$ cat src/rtl/btn_event_arbiter.sv
// Turns debounced button levels into press / auto-repeat events, holds one pending
// event per button and offers them round-robin on a single valid/ready port.
module btn_event_arbiter #(
    parameter int unsigned REPEAT_DELAY  = 50000000,
    parameter int unsigned REPEAT_PERIOD = 10000000,
    parameter logic [3:0]  REPEAT_MASK   = 4'b0000
) (
    input  logic       clk,
    input  logic       rst,
    input  logic [3:0] btn_db,
    input  logic       evt_ready,
    output logic       evt_valid,
    output logic [1:0] evt_id,
    output logic       evt_repeat,
    output logic [3:0] pending,
    output logic       overflow
);

    typedef enum logic {IDLE, OFFER} state_t;

    localparam logic [31:0] DELAY_M1  = REPEAT_DELAY - 32'd1;
    localparam logic [31:0] PERIOD_M1 = REPEAT_PERIOD - 32'd1;

    state_t      state_q, state_d;
    logic [3:0]  btn_prev_q;
    logic [3:0]  pending_q, pending_d;
    logic [3:0]  rep_q, rep_d;
    logic        overflow_q, overflow_d;
    logic [1:0]  last_grant_q, last_grant_d;
    logic        evt_valid_q, evt_valid_d;
    logic [1:0]  evt_id_q, evt_id_d;
    logic        evt_repeat_q, evt_repeat_d;
    logic [31:0] timer_q, timer_d;
    logic        phase_q, phase_d;

    logic [3:0]  rise;
    logic [3:0]  masked_held;
    logic        masked_edge;
    logic [1:0]  rep_id;
    logic        rep_found;
    logic        rep_tick;
    logic [31:0] timer_limit;
    logic [1:0]  grant_id;
    logic [1:0]  scan_idx;
    logic        grant_found;
    logic [3:0]  take;
    logic [3:0]  set_req;

    assign rise        = btn_db & ~btn_prev_q;
    assign masked_held = btn_db & REPEAT_MASK;
    assign masked_edge = |((btn_db ^ btn_prev_q) & REPEAT_MASK);
    assign timer_limit = phase_q ? PERIOD_M1 : DELAY_M1;

    // Auto-repeat: one shared timer follows the lowest-index held masked button.
    always_comb begin
        rep_id    = '0;
        rep_found = 1'b0;
        for (int unsigned i = 0; i < 4; i++) begin
            if (masked_held[i] && !rep_found) begin
                rep_id    = 2'(i);
                rep_found = 1'b1;
            end
        end

        rep_tick = 1'b0;
        timer_d  = timer_q;
        phase_d  = phase_q;
        if (masked_held == '0 || masked_edge) begin
            timer_d = '0;
            phase_d = 1'b0;
        end else if (timer_q == timer_limit) begin
            rep_tick = 1'b1;
            timer_d  = '0;
            phase_d  = 1'b1;
        end else begin
            timer_d = timer_q + 32'd1;
        end
    end

    // Round-robin scan starting just after the last granted button.
    always_comb begin
        grant_id    = '0;
        grant_found = 1'b0;
        scan_idx    = '0;
        for (int unsigned k = 1; k <= 4; k++) begin
            scan_idx = last_grant_q + 2'(k);
            if (pending_q[scan_idx] && !grant_found) begin
                grant_id    = scan_idx;
                grant_found = 1'b1;
            end
        end
    end

    always_comb begin
        state_d      = state_q;
        last_grant_d = last_grant_q;
        evt_valid_d  = evt_valid_q;
        evt_id_d     = evt_id_q;
        evt_repeat_d = evt_repeat_q;
        take         = '0;

        case (state_q)
            IDLE: begin
                if (grant_found) begin
                    take[grant_id] = 1'b1;
                    evt_valid_d    = 1'b1;
                    evt_id_d       = grant_id;
                    evt_repeat_d   = rep_q[grant_id];
                    state_d        = OFFER;
                end
            end
            OFFER: begin
                if (evt_ready) begin
                    evt_valid_d  = 1'b0;
                    last_grant_d = evt_id_q;
                    state_d      = IDLE;
                end
            end
            default: state_d = IDLE;
        endcase
    end

    // A new request beats a same-cycle take; it only merges when nothing frees the slot.
    always_comb begin
        pending_d  = pending_q;
        rep_d      = rep_q;
        overflow_d = overflow_q;
        set_req    = rise;
        if (rep_tick) begin
            set_req[rep_id] = 1'b1;
        end
        for (int unsigned i = 0; i < 4; i++) begin
            if (set_req[i]) begin
                pending_d[i] = 1'b1;
                rep_d[i]     = ~rise[i];
                if (pending_q[i] && !take[i]) begin
                    overflow_d = 1'b1;
                end
            end else if (take[i]) begin
                pending_d[i] = 1'b0;
            end
        end
    end

    always_ff @(posedge clk) begin
        if (rst) begin
            state_q      <= IDLE;
            btn_prev_q   <= '0;
            pending_q    <= '0;
            rep_q        <= '0;
            overflow_q   <= 1'b0;
            last_grant_q <= 2'd3;
            evt_valid_q  <= 1'b0;
            evt_id_q     <= '0;
            evt_repeat_q <= 1'b0;
            timer_q      <= '0;
            phase_q      <= 1'b0;
        end else begin
            state_q      <= state_d;
            btn_prev_q   <= btn_db;
            pending_q    <= pending_d;
            rep_q        <= rep_d;
            overflow_q   <= overflow_d;
            last_grant_q <= last_grant_d;
            evt_valid_q  <= evt_valid_d;
            evt_id_q     <= evt_id_d;
            evt_repeat_q <= evt_repeat_d;
            timer_q      <= timer_d;
            phase_q      <= phase_d;
        end
    end

    assign evt_valid  = evt_valid_q;
    assign evt_id     = evt_id_q;
    assign evt_repeat = evt_repeat_q;
    assign pending    = pending_q;
    assign overflow   = overflow_q;

endmodule

$ cat config.mk
export PLATFORM = sky130hd
export DESIGN_NAME = btn_event_arbiter
export DESIGN_NICKNAME = d
export VERILOG_FILES = /design/src/rtl/btn_event_arbiter.sv
export SDC_FILE = /design/constraint.sdc
export NUM_CORES = 1
export LEC_CHECK = 0
export CORE_MARGIN = 4
export CORE_UTILIZATION = 40
export CTS_BUF_LIST = sky130_fd_sc_hd__clkbuf_8
export CTS_CLUSTER_DIAMETER = 120
export DETAILED_ROUTE_END_ITERATION = 6
export GPL_TIMING_DRIVEN = 0
export SLEW_MARGIN = 20
export SYNTH_ARGS = -nofsm -noshare
export SYNTH_HDL_FRONTEND = slang
export SYNTH_SLANG_ARGS = --single-unit
$ cat constraint.sdc
create_clock -name clk -period 1.7 [get_ports clk]
set_input_delay 0.17 -clock clk [delete_from_list [all_inputs] [get_ports clk]]
set_output_delay 0.17 -clock clk [all_outputs]
set_load 0.02 [all_outputs]
==> impl_metrics.py <==
metrics = {
    "status": {
        "outcome": "finished clean",
    },
    "clock_tree": {
        "cts_num_sinks": 20,
        "cts.reportedPaths.clkPinSlew_ps": 70,
        "htreeDepth": 1,
        "clk_latency_ps": 260,
        "cts_tree": "done",
        "clk_path_buf_depth": 2,
        "ctsRootBufferMaster": "clkbuf_8",
        "numCtsBuffers": 3,
    },
    "timing": {
        "period_needed_ps": 1570,
        "fmax_mhz": 639,
        "rsz0062_at_grt": "no",
        "skew_ps": 1.04,
        "worst_pin_slew_ps": 491,
        "max_slew_margin": 0.673,
        "final_max_slew_viol_count": 0,
        "hold_violations": 0,
        "fin_tns_setup_ps": 0,
        "setup_viol": 0,
        "fin_crit_sh": 0.921,
    },
    "yosys": {
        "synthArstFlopShare": 0,
        "ys_ff_latch": 20,
        "muxShareOfSynthArea": 0.0111,
        "synth.distinct_cells": 37,
        "synth_top_area_share": 0.446,
        "synthCells": 92,
        "synth_top_family_by_area": "compound AO/OA/AOI/OAI gates",
        "synth_edf_count": 0,
        "synthXorXnorAreaFrac": 0,
        "synth.avg_cell_area_um2": 9.76,
        "synth-main-ff-cell": "dfxtp_1",
        "synthTopCellsByArea": "dfxtp_1 (45%), nor2b_1 (5.6%), nor3b_1 (5.0%)",
        "synthesis.nets": 99,
        "yosysSeqAreaShare": 0.446,
        "synth_area_um2": 898,
        "synth-simple-area-share": 0.256,
        "yosys.area_share.adder": 0,
        "ys_warn_count": 0,
        "yosysTopAreaCell": "dfxtp_1",
        "synth-compound-area-share": 0.260,
    },
    "placed_design": {
        "port_buffers": 15,
        "place_hpwl_mm": 1.38,
        "dpl_cell_area_um2": 1080,
        "dp_cells": 134,
        "gp_congestion": 0.824,
    },
    "detailed_routing": {
        "highest_layer": "met4",
        "drc_errors": 0,
        "wl_per_cell_um": 13.5,
        "drt_iter0_drc": 18,
        "met1_length_um": 994,
        "viasPerCell": 5.33,
        "dr_wl_met3_um": 73,
        "routed_wl_mm": 1.86,
        "ant_nets": 0,
        "firstDrtPassIters": 4,
        "wl_met2_um": 760,
        "vias": 735,
    },
    "layout": {
        "area_delta_synth_final_pct": 28.0,
        "layout_common_cells": "dfxtp_1 (16), clkdlybuf4s50_1 (15), nor2b_1 (8), nor2_1 (6), nor3b_1 (6)",
        "drive_above_1_share": 0.171,
        "layoutNonFillerInstCount": 138,
        "final_net_count": 119,
        "final_util": 0.563,
        "fin_area_um2": 1150,
        "mostFrequentLayoutCell": "dfxtp_1",
        "diodes": 0,
    },
    "grt": {
        "grt_max_degree": 12,
        "grt_pass1_vias": 703,
        "grt_pass1_wl_mm": 3.19,
        "antenna_found_initial": 0,
        "grt_use_total": 0.130,
        "grt_overflow": 0,
    },
    "pwr": {
        "irDropWorstVdd_v": 0.000580,
        "leakage_uw": 0.000447,
        "power_density_nw_per_um2": 1030,
        "internal-power_uw": 847,
        "sequentialPowerShare": 0.458,
        "combPwrFrac": 0.236,
        "power.switching_uw": 341,
        "p_sw_frac": 0.287,
        "p_clk_frac": 0.306,
    },
    "worst_setup_path": {
        "cp.arrival_ps": 1690,
        "worstSetupEndpointType": "flop",
        "cp.required_ps": 1830,
        "worst_setup_path_start_kind": "flop",
        "path_max_fanout": 6,
        "r2r_cells": 5,
        "criticalPathCategory": "flop to flop",
    },
    "floorplan": {
        "start_util": 0.440,
        "num_io_pins": 16,
        "die_w_um": 55.4,
        "core_area_um2": 2040,
        "placementRows": 16,
        "die_y_um": 55.4,
        "dieArea_um2": 3070,
    },
    "run": {
        "drv_cap": 0,
    },
    "hold_path": {
        "hp-class": "flop to flop",
        "whs_path_depth": 2,
    },
}
Yosys cell counts, drive strengths merged, types with 3 or more instances:
cell type	n
nor2	7
dfxtp	20
nor3b	6
o311ai	3
a21oi	6
nor2b	8
o31ai	3
nand2	4
a211o	4
nand2b	4
routing by layer:
metal  vias up  global-route usage
met2        12               0.177
met5         -                   0
li1        375                   -
met3         5              0.0303
met4         0              0.0764
met1       343               0.182
through the flow:
step	total power [uW]	hold WS (ps)	setup WS, ps
6_report	1190	472	134
5_1_grt	1250	495	17.6
4_1_cts	1190	475	55.1
3_5_place_dp	830	468	4.21
3_3_place_gp	830	448	45.8
2_1_floorplan	728	298	124
logic make-up after synthesis:
| group | Yosys count |
|---|---|
| mux | 1 |
| compound gates | 28 |
| simple gates | 38 |
| flops | 20 |
| buf+inv | 5 |
power by group through the flow:
stage                     Clock (uW)  Combinational [uW]  Sequential (uW)
after floorplan                    0                 154              575
after CTS                        372                 279              542
after global placement             0                 278              552
final                            363                 281              544
after global routing             388                 309              550
after detailed placement           0                 277              553
final cells by class:
cell class                 count  area [um2]
fill                         192         892
multi-input combinational     67         482
sequential                    20         405
timing repair buffer          15         150
clock buffer                   4        55.1
tap                           27        33.8
buffer                         3        16.3
inverter                       2        7.51
timing repair:
action | in CTS | in global routing
gates resized for setup | 1 | 4
hold buffers | 0 | 0
endpoints found under the hold margin | 0 | 0
setup endpoints to repair | 1 | 2
setup buffers | 0 | 0
final timing paths:
kind	startpoint	endpoint	slack (ps)
min	evt_valid	evt_valid	470
max reg2reg	last_grant_q[1]	overflow	130
min reg2reg	evt_valid	evt_valid	470
max	last_grant_q[1]	overflow	130
worst max-delay path, cell delays in order (launching register included):
cell and delay (ps):
dfxtp_2 390, mux2i_1 220, o22ai_2 110, or2_1 280, o311ai_2 280, a41oi_1 140
state kept, by name, indices dropped and copies added, names as in the netlist:
signal / cells
evt_repeat: 1
evt_id: 2
rep_q: 4
state_q: 1
evt_valid: 1
last_grant_q: 2
overflow: 1
btn_prev_q: 4
pending: 4
Power figures use the tool's default switching activity.
